[src/rtl/voice_allocator_if.sv]
// Key-switch and voice-output bundle of voice_allocator.
// The master drives the switches; the slave (the allocator) drives everything else.
interface voice_allocator_if #(
    parameter int NKEYS   = 36,
    parameter int NVOICES = 4
);
    logic [NKEYS-1:0]     switches;
    logic [NVOICES-1:0]   voice_wave;
    logic [NVOICES-1:0]   voice_active;
    logic [6*NVOICES-1:0] voice_key;
    logic                 speaker;
    logic                 full;
    logic                 drop;

    modport master (
        output switches,
        input  voice_wave, voice_active, voice_key, speaker, full, drop
    );

    modport slave (
        input  switches,
        output voice_wave, voice_active, voice_key, speaker, full, drop
    );
endinterface

[src/rtl/voice_allocator.sv]
// Polyphonic voice scheduler: a scan FSM shares NVOICES square-wave voices among NKEYS keys.
// Build macro VOICE_STEAL_EN: when all voices are busy a new key steals one round-robin.
module voice_allocator #(
    parameter int NKEYS   = 36,
    parameter int NVOICES = 4,
    parameter int CLK_MHZ = 1,
    parameter int CW      = 21
) (
    input  logic             clk,
    input  logic             rst,
    voice_allocator_if.slave bus
);

    localparam int KW = 6;
    localparam int VW = (NVOICES > 1) ? $clog2(NVOICES) : 1;

    // Half-period counts at 1 MHz, C3 upward in semitones.
    localparam int unsigned TABLE [36] = '{
        3822, 3608, 3405, 3214, 3034, 2864, 2703, 2551, 2408, 2273, 2145, 2025,
        1911, 1804, 1703, 1607, 1517, 1432, 1351, 1276, 1204, 1136, 1073, 1012,
         956,  902,  851,  804,  758,  716,  676,  638,  602,  568,  536,  506
    };

    typedef enum logic [1:0] {SCAN, ALLOC, FREE} state_t;

    state_t                         state_q, state_d;
    logic [NKEYS-1:0]               sync1_q, sync2_q;
    logic [KW-1:0]                  idx_q, idx_d, next_idx;
    logic [NKEYS-1:0]               assigned_q, assigned_d;
    logic [VW-1:0]                  sel_q, sel_d;
    logic [NVOICES-1:0]             voice_active_q, voice_active_d;
    logic [NVOICES-1:0]             wave_q, wave_d;
    logic [NVOICES-1:0][KW-1:0]     voice_key_q, voice_key_d;
    logic [NVOICES-1:0][CW-1:0]     counter_q, counter_d;
    logic [NVOICES-1:0][CW-1:0]     limit_q, limit_d;
    logic                           full_q, full_d;
    logic                           drop;
`ifdef VOICE_STEAL_EN
    logic [NKEYS-1:0]               lockout_q, lockout_d;
    logic [VW-1:0]                  steal_ptr_q, steal_ptr_d;
    logic                           steal_q, steal_d;
`endif

    logic          pressed, key_asg, key_lck, key_new;
    logic [VW-1:0] free_idx, hold_idx;

    assign pressed = sync2_q[idx_q];
    assign key_asg = assigned_q[idx_q];
`ifdef VOICE_STEAL_EN
    assign key_lck = lockout_q[idx_q];
`else
    assign key_lck = 1'b0;
`endif
    assign key_new  = pressed && !key_asg && !key_lck;
    assign next_idx = (idx_q == KW'(NKEYS - 1)) ? '0 : idx_q + 1'b1;

    // Lowest free voice, and the voice currently holding the scanned key.
    always_comb begin
        free_idx = '0;
        hold_idx = '0;
        for (int v = NVOICES - 1; v >= 0; v--) begin
            if (!voice_active_q[v]) free_idx = VW'(v);
            if (voice_active_q[v] && voice_key_q[v] == idx_q) hold_idx = VW'(v);
        end
    end

    always_ff @(posedge clk) begin
        if (rst) state_q <= SCAN;
        else     state_q <= state_d;
    end

    // NOTE: combinational blocks use blocking '=' with a default first, so no latch is inferred.
    always_comb begin
        state_d = SCAN;
        sel_d   = sel_q;
`ifdef VOICE_STEAL_EN
        steal_d = steal_q;
`endif
        case (state_q)
            SCAN: begin
                if (key_new && !full_q) begin
                    state_d = ALLOC;
                    sel_d   = free_idx;
`ifdef VOICE_STEAL_EN
                    steal_d = 1'b0;
                end else if (key_new) begin
                    state_d = ALLOC;
                    sel_d   = steal_ptr_q;
                    steal_d = 1'b1;
`endif
                end else if (!pressed && key_asg) begin
                    state_d = FREE;
                    sel_d   = hold_idx;
                end
            end
            default: state_d = SCAN;
        endcase
    end

    always_comb begin
        idx_d          = idx_q;
        assigned_d     = assigned_q;
        voice_active_d = voice_active_q;
        voice_key_d    = voice_key_q;
        counter_d      = counter_q;
        limit_d        = limit_q;
        wave_d         = wave_q;
        drop           = 1'b0;
`ifdef VOICE_STEAL_EN
        lockout_d      = lockout_q;
        steal_ptr_d    = steal_ptr_q;
`endif
        for (int v = 0; v < NVOICES; v++) begin
            if (!voice_active_q[v]) begin
                counter_d[v] = '0;
                wave_d[v]    = 1'b0;
            end else if (counter_q[v] == limit_q[v]) begin
                counter_d[v] = '0;
                wave_d[v]    = ~wave_q[v];
            end else begin
                counter_d[v] = counter_q[v] + 1'b1;
            end
        end

        case (state_q)
            SCAN: begin
`ifdef VOICE_STEAL_EN
                if (!pressed && key_lck) lockout_d[idx_q] = 1'b0;
`else
                drop = key_new && full_q;
`endif
                if (state_d == SCAN) idx_d = next_idx;
            end
            ALLOC: begin
`ifdef VOICE_STEAL_EN
                // The victim key stays silent until it is released.
                if (steal_q) begin
                    assigned_d[voice_key_q[sel_q]] = 1'b0;
                    lockout_d[voice_key_q[sel_q]]  = 1'b1;
                    steal_ptr_d = (steal_ptr_q == VW'(NVOICES - 1)) ? '0 : steal_ptr_q + 1'b1;
                end
`endif
                voice_active_d[sel_q] = 1'b1;
                voice_key_d[sel_q]    = idx_q;
                assigned_d[idx_q]     = 1'b1;
                limit_d[sel_q]        = CW'(CLK_MHZ * TABLE[idx_q]);
                counter_d[sel_q]      = '0;
                wave_d[sel_q]         = 1'b0;
                idx_d                 = next_idx;
            end
            FREE: begin
                voice_active_d[sel_q] = 1'b0;
                counter_d[sel_q]      = '0;
                wave_d[sel_q]         = 1'b0;
                assigned_d[idx_q]     = 1'b0;
                idx_d                 = next_idx;
            end
            default: ;
        endcase

        full_d = &voice_active_d;
    end

    // NOTE: every flop including the per-key and per-voice arrays is reset, so a reset mid-action leaves no stale voice.
    always_ff @(posedge clk) begin
        if (rst) begin
            sync1_q        <= '0;
            sync2_q        <= '0;
            idx_q          <= '0;
            assigned_q     <= '0;
            sel_q          <= '0;
            voice_active_q <= '0;
            wave_q         <= '0;
            voice_key_q    <= '0;
            counter_q      <= '0;
            limit_q        <= '0;
            full_q         <= 1'b0;
`ifdef VOICE_STEAL_EN
            lockout_q      <= '0;
            steal_ptr_q    <= '0;
            steal_q        <= 1'b0;
`endif
        end else begin
            sync1_q        <= bus.switches;
            sync2_q        <= sync1_q;
            idx_q          <= idx_d;
            assigned_q     <= assigned_d;
            sel_q          <= sel_d;
            voice_active_q <= voice_active_d;
            wave_q         <= wave_d;
            voice_key_q    <= voice_key_d;
            counter_q      <= counter_d;
            limit_q        <= limit_d;
            full_q         <= full_d;
`ifdef VOICE_STEAL_EN
            lockout_q      <= lockout_d;
            steal_ptr_q    <= steal_ptr_d;
            steal_q        <= steal_d;
`endif
        end
    end

    assign bus.voice_wave   = wave_q;
    assign bus.voice_active = voice_active_q;
    assign bus.voice_key    = voice_key_q;
    assign bus.speaker      = |(wave_q & voice_active_q);
    assign bus.full         = full_q;
    assign bus.drop         = drop;

endmodule

[src/flat_wrapper.sv]
// flat-port wrapper written by rule: the top's interface ports become plain ports
module voice_allocator_flat 
#(
    parameter int NKEYS   = 36,
    parameter int NVOICES = 4,
    parameter int CLK_MHZ = 1,
    parameter int CW      = 21
)
  (clk, rst, bus_switches, bus_voice_wave, bus_voice_active, bus_voice_key, bus_speaker, bus_full, bus_drop);
  voice_allocator_if #(.NKEYS(NKEYS), .NVOICES(NVOICES)) bus_i ();
  input  logic clk;
  input  logic rst;
  input wire logic [$bits(bus_i.switches)-1:0] bus_switches;
  output wire logic [$bits(bus_i.voice_wave)-1:0] bus_voice_wave;
  output wire logic [$bits(bus_i.voice_active)-1:0] bus_voice_active;
  output wire logic [$bits(bus_i.voice_key)-1:0] bus_voice_key;
  output wire logic [$bits(bus_i.speaker)-1:0] bus_speaker;
  output wire logic [$bits(bus_i.full)-1:0] bus_full;
  output wire logic [$bits(bus_i.drop)-1:0] bus_drop;
  assign bus_i.switches = bus_switches;
  assign bus_voice_wave = bus_i.voice_wave;
  assign bus_voice_active = bus_i.voice_active;
  assign bus_voice_key = bus_i.voice_key;
  assign bus_speaker = bus_i.speaker;
  assign bus_full = bus_i.full;
  assign bus_drop = bus_i.drop;
  voice_allocator #(.NKEYS(NKEYS), .NVOICES(NVOICES), .CLK_MHZ(CLK_MHZ), .CW(CW)) u_core (.clk(clk), .rst(rst), .bus(bus_i));
endmodule
[config.mk]
export PLATFORM = sky130hd
export DESIGN_NAME = voice_allocator_flat
export DESIGN_NICKNAME = d
export VERILOG_FILES = /design/src/rtl/voice_allocator_if.sv /design/src/rtl/voice_allocator.sv /design/src/flat_wrapper.sv
export SDC_FILE = /design/constraint.sdc
export NUM_CORES = 1
export LEC_CHECK = 0
export ABC_CLOCK_PERIOD_IN_PS = 5800
export CAP_MARGIN = 40
export CORE_MARGIN = 4
export CORE_UTILIZATION = 35
export CTS_CLUSTER_DIAMETER = 60
export DETAILED_ROUTE_END_ITERATION = 8
export PLACE_DENSITY_LB_ADDON = 0.3
export SLEW_MARGIN = 20
export SYNTH_ARGS = -nofsm -noshare
export SYNTH_HDL_FRONTEND = slang
export SYNTH_SLANG_ARGS = --single-unit
export TNS_END_PERCENT = 5
[constraint.sdc]
create_clock -name clk -period 5.8 [get_ports clk]
set_input_delay 1.16 -clock clk [delete_from_list [all_inputs] [get_ports clk]]
set_output_delay 1.16 -clock clk [all_outputs]
set_load 0.02 [all_outputs]
==> results of run 1 <==
==> path summary, 6_finish.rpt <==
check / from / end / slack (ns) / cells past startpoint
worst min-delay path: u_core.sync1_q[32] / u_core.sync2_q[32] / 0.44 / 1
worst max-delay path: u_core.idx_q[0] / bus_drop / 0.88 / 8
worst max register to register: u_core.idx_q[0] / u_core.idx_q[5] / 2.57 / 8
worst min register to register: u_core.sync1_q[32] / u_core.sync2_q[32] / 0.44 / 1
==> per-stage QoR <==
step / worst slack (ns) / power, mW / utilization, %
finish: 0.881 / 5.16 / 42.1
global placement: 1.24 / 3.11 / 38.6
detailed placement: 1.44 / 3.16 / 38.9
global route: 0.661 / 5.39 / 42.1
CTS: 0.811 / 5.20 / 41.9
floorplan: 2.49 / 2.81 / -
==> cell type report <==
cell class | count | area share [%]
Clock buffer | 43 | 6.01
Clock inverter | 14 | 1.20
Inverter | 20 | 0.513
Multi-Input combinational cell | 1048 | 43.3
Sequential cell | 283 | 38.7
Tap cell | 455 | 3.89
Timing Repair Buffer | 92 | 6.40
==> worst max-delay path, delay by kind of cell, from the launching register on <==
kind | cells | cell delay, ns
AO/OA/AOI/OAI | 3 | 0.49
flip-flops | 1 | 0.65
multiplexers | 1 | 0.52
buffers and inverters | 2 | 0.90
AND/OR/NAND/NOR | 2 | 0.60
==> cell usage in the layout (no fill, tap or decap), drive strengths merged, types with 17 or more instances in the layout <==
cell type / netlist / final
nor2b: 83 / 83
xnor2: 80 / 80
clkdlybuf4s50: 0 / 71
inv: 19 / 23
nor2: 235 / 235
nand4: 28 / 28
and3: 28 / 28
clkbuf: 71 / 44
xor2: 68 / 68
nand3: 46 / 46
nor3: 17 / 17
mux2i: 26 / 26
o21ai: 20 / 20
a21oi: 71 / 71
buf: 18 / 20
nand2: 147 / 147
dfxtp: 283 / 283
a211oi: 65 / 65
==> power groups by stage <==
stage | Sequential, mW | Clock, mW | Combinational, mW
after floorplan | 2.08 | 0 | 0.730
after CTS | 2.10 | 2.07 | 1.02
after global placement | 2.17 | 0 | 0.944
final | 2.10 | 2.02 | 1.04
after global routing | 2.12 | 2.14 | 1.13
after detailed placement | 2.15 | 0 | 1.01
==> kinds of logic (layout without fill, tap and decap cells) <==
family,Yosys count,in the layout
compound gates,201,201
xor+xnor,148,148
fa+ha+maj,15,15
buf+inv,109,169
flops,283,283
mux,38,38
simple gates,646,646
==> synthesized netlist by cell type (3+ instances only) <==
cell / n / area (um^2)
nor2_1: 235 / 882
a21oi_1: 71 / 355
nor3_1: 16 / 80.1
nand4_1: 28 / 175
ha_1: 15 / 188
o21ai_0: 19 / 95.1
a32o_1: 3 / 30.0
mux2i_1: 26 / 260
inv_1: 19 / 71.3
xor2_1: 68 / 596
and2_1: 12 / 75.1
a22oi_1: 7 / 52.6
dfxtp_1: 283 / 5670
nand2_1: 147 / 552
a21o_1: 3 / 22.5
mux4_2: 6 / 135
nor4_1: 16 / 100
and3_1: 28 / 175
nand3_1: 46 / 230
a211oi_1: 65 / 488
a31oi_1: 6 / 37.5
xnor2_1: 80 / 701
nor2b_1: 83 / 519
buf_2: 7 / 35.0
buf_1: 6 / 22.5
or2_2: 5 / 31.3
mux2_2: 3 / 33.8
and4_1: 7 / 61.3
or4_1: 3 / 22.5
or3_1: 5 / 31.3
nand2b_1: 9 / 56.3
clkbuf_1: 71 / 267
==> metal layers <==
| metal | wire, um | track usage (%) | up-vias |
|---|---|---|---|
| met1 | 14000 | 20.4 | 4570 |
| li1 | - | - | 4960 |
| met2 | 14200 | 25.8 | 216 |
| met3 | 1450 | 2.84 | 73 |
| met4 | 1020 | 5.06 | 4 |
| met5 | 25 | 0 | - |
==> run summary, run 1 <==
CP Launch Type: flip-flop
Layout cells sized above 1: 6.27%
Die width: 197 um
Skew-Pair Late Insertion Delay: 0.59 ns
Clock root buffer: clkbuf_16
Rel. slew slack: 26.6%
Min Tclk post-route: 4.92 ns
IO Port Bufs: 72
Syn Area/Cell: 8.65 um^2
Maximum buffer depth of the clock tree: 3
H-tree depth: 1
Fmax: 203 MHz
RSZ-0062 raised after global routing: false
Placed cell count: 1893
Tot GR Track Use: 15.5%
Prevailing post-synth register cell: dfxtp_1
First-pass GRT wire length: 49.7 mm
Antenna cells: 0
Vias per cell: 5.02
Hold-fix buffers at CTS: 0
Die Area: 38700 um^2
Synthesized flop and latch total: 283
Post-synth EDFFs: 0
Syn nets: 1493
Placed inst area: 13500 um^2
CTS buffer count: 31
Vias in the first global route: 9502
Post-synthesis xor/xnor area fraction: 10.4%
Final-layout fill cell count: 3396
Layout Cells excl Fill: 1955
Io pins: 73
Drt total wl: 30.7 mm
Critical Path Max Stage Delay: 0.66 ns
Grt ovf: 0
Synth Area in Adders: 1.51%
Post-route ant nets: 0
Layout Nets: 1529
Hold_ws: 0.435 ns
Mapped Area: 12500 um^2
Clock power frac: 39.2%
Core region area: 34800 um^2
Via count: 9823
Status: complete, no violations
Power share of the combinational group: 20.1%
Placer Congestion: 0.836
Simple logic cell fraction of the synthesized area: 24.4%
Clock skew: 0.0247 ns
Power Dens Cells: 353 nW/um^2
Crit Path Max Fanout: 26
Hold WC Path Type: flip-flop to flip-flop
Worst Tran Pin Value: 1.10 ns
Worst path cell trace: buf_16 -> mux4_2 -> a22oi_1 -> o21ai_0 -> nor3_2 -> o211ai_1 -> nor3_1 -> clkdlybuf4s50_1
Final Max Slew Viols: 0
Final period util: 84.8%
Largest net degree at the start of global routing: 97
Die Height: 197 um
Final setup fails: 0
Yosys warnings: 0
Starting Density: 35.8%
DP Wirelength: 21.1 mm
Area growth, synth to finish: 17.6%
Fin area: 14600 um^2
Final Hold Viols: 0
Max stage delay cell, worst path: clkdlybuf4s50_1
Starting DRC count in detailed routing: 571
Worst EP required: 4.64 ns
Multiplexer share of the synthesized area: 3.99%
Cell variety after synth: 64
Row Count: 68
CTS Sinks: 283
Worst path arrival time: 3.76 ns
Pre-antenna DRT Iters: 5
Main combinational cell family by area after synthesis: simple AND/OR/NAND/NOR gates
Cell internal pwr: 3.60 mW
Clock Pin Slew Worst Setup and Hold Paths: 0.06 ns
Post_cts resized: 0
P_leak: 5.07 nW
Multi-input logic area: 6340 um^2
Synth Instances: 1440
Peak supply drop: 217 uV
CP endpoint kind: output pin
Total negative setup slack: 0 ns
CTS tree: done
Switching part of the total: 30.2%
Share of power burned in registers: 40.8%
P_sw: 1.56 mW
Max-cap check violation count: 0
Post-synth ARST share: 0%
Postcts setup bufs: 0
Share of the yosys chip area belonging to registers: 45.5%
WL per Instance: 15.7 um
Crit path kind: flip-flop to output pin
# DRC: 0
Register area: 5670 um^2
Compound-Gate Fraction of Synth Area: 10.6%
Initial antenna violation count: 2
Power figures use the tool's default switching activity.
==> run 2, diff against run 1 <==
--- a/config.mk
+++ b/config.mk
@@ -5,7 +5,7 @@
 export SDC_FILE = /design/constraint.sdc
 export NUM_CORES = 1
 export LEC_CHECK = 0
-export ABC_CLOCK_PERIOD_IN_PS = 5800
+export ABC_CLOCK_PERIOD_IN_PS = 4000
 export CAP_MARGIN = 40
 export CORE_MARGIN = 4
 export CORE_UTILIZATION = 35
==> constraint.sdc (replaced) <==
create_clock -name clk -period 4 [get_ports clk]
set_input_delay 0.8 -clock clk [delete_from_list [all_inputs] [get_ports clk]]
set_output_delay 0.8 -clock clk [all_outputs]
set_load 0.02 [all_outputs]
==> run summary, run 2 (synthesis results as in run 1) <==
Largest net degree at the start of global routing: 76
Tot GR Track Use: 15.3%
CTS buffer count: 31
Wire length on met3: 1.75 mm
Commonest cells after routing, fill and taps aside: dfxtp_1, nor2_1, nand2_1
Power Dens Cells: 519 nW/um^2
H-tree depth: 1
Via count: 9738
Status: complete, no violations
Clock root buffer: clkbuf_16
Area growth, synth to finish: 18.0%
DP Wirelength: 21.4 mm
Commonest non-fill, non-tap cell in the layout: dfxtp_1
Crit Path Max Fanout: 14
CTS tree: done
Hold-fix buffers at CTS: 0
Die Area: 38700 um^2
Die Height: 197 um
Hold WC Path Type: flip-flop to flip-flop
Met1 wire length: 13.9 mm
Rel. slew slack: 37.6%
CP endpoint kind: output pin
Postcts setup bufs: 0
Layout cells sized above 1: 6.85%
Clock skew: 0.0119 ns
RSZ-0062 raised after global routing: false
First-pass GRT wire length: 49.0 mm
# DRC: 0
Worst path arrival time: 2.87 ns
WL per Instance: 15.4 um
Max-cap check violation count: 0
Core Util, Final: 42.3%
Initial antenna violation count: 0
Row Count: 68
Vias per cell: 4.97
Grt ovf: 0
IO Port Bufs: 72
Pre-antenna DRT Iters: 5
Final Hold Viols: 0
Layout Nets: 1534
CP delay by family, top: buffers and inverters
Buf/Inv on CP: 2
Crit path kind: flip-flop to output pin
DR top layer: met4
CP Launch Type: flip-flop
Maximum buffer depth of the clock tree: 3
Worst Tran Pin Value: 0.935 ns
Final period util: 91.8%
Max stage delay cell, worst path: mux4_2
Fmax: 272 MHz
Worst path cell trace: buf_4 -> mux2i_1 -> mux4_2 -> o221ai_2 -> o211ai_1 -> nor3_1 -> dlygate4sd2_1
Die width: 197 um
Antenna cells: 0
Post-route ant nets: 0
CTS Sinks: 283
Starting DRC count in detailed routing: 681
Peak supply drop: 382 uV
Core region area: 34800 um^2
Drt total wl: 30.2 mm
Final Max Slew Viols: 0
Skew-Pair Late Insertion Delay: 0.56 ns
Worst EP required: 3.20 ns
Starting Density: 35.8%
Clock Pin Slew Worst Setup and Hold Paths: 0.06 ns
P_leak: 5.10 nW
Total negative setup slack: 0 ns
Placer Congestion: 0.858
Vias in the first global route: 9366
Met2 WL post-DR: 13.7 mm
Critical Path Max Stage Delay: 0.49 ns
Min Tclk post-route: 3.67 ns
Final setup fails: 0
Io pins: 73
## run 2: per-layer routing
metal | vias to the layer above | track usage (%)
li1 | 4973 | -
met1 | 4477 | 20.7
met2 | 237 | 25.1
met3 | 51 | 2.82
met4 | 0 | 4.26
met5 | - | 0
## run 2: worst paths after layout
kind	end	depth (start not counted)	slack, ns	startpoint
max	bus_drop	7	0.33	u_core.idx_q[0]
min	u_core.sync2_q[29]	1	0.43	u_core.sync1_q[29]
max reg2reg	u_core.idx_q[1]	8	1.09	u_core.idx_q[0]
min reg2reg	u_core.sync2_q[29]	1	0.43	u_core.sync1_q[29]
## run 2: what timing repair did
action / 4_1_cts / 5_1_grt
gates resized for setup: 5 / 0
endpoints found under the setup margin: 1 / 0
endpoints found under the hold margin: 0 / 0
## run 2: where the power goes
group | switching [mW] | internal (mW) | leakage (nW)
clock | 1.16 | 1.95 | 0.539
combinational | 0.925 | 0.570 | 2.27
sequential | 0.122 | 2.91 | 2.30
## run 2: layout make-up
cell class,instances,area [um^2]
Clock buffer,37,838
Clock inverter,19,295
Fill cell,3406,20100
Inverter,20,76.3
Multi-Input combinational cell,1048,6340
Sequential cell,283,5680
Tap cell,455,569
Timing Repair Buffer,97,916
## run 2: through the flow
step / hold WS, ns / std cells / power (mW) / worst slack, ns / cell area (um^2)
3_5_place_dp: 0.420 / 1902 / 4.56 / 0.323 / 13600
4_1_cts: 0.433 / 1958 / 7.70 / 0.239 / 14700
5_1_grt: 0.450 / 1959 / 7.94 / 0.166 / 14700
3_3_place_gp: 0.420 / 1902 / 4.55 / 0.356 / 13600
6_report: 0.428 / 1959 / 7.63 / 0.328 / 14700
2_1_floorplan: 0.414 / 1440 / 4.07 / 1.05 / 12500
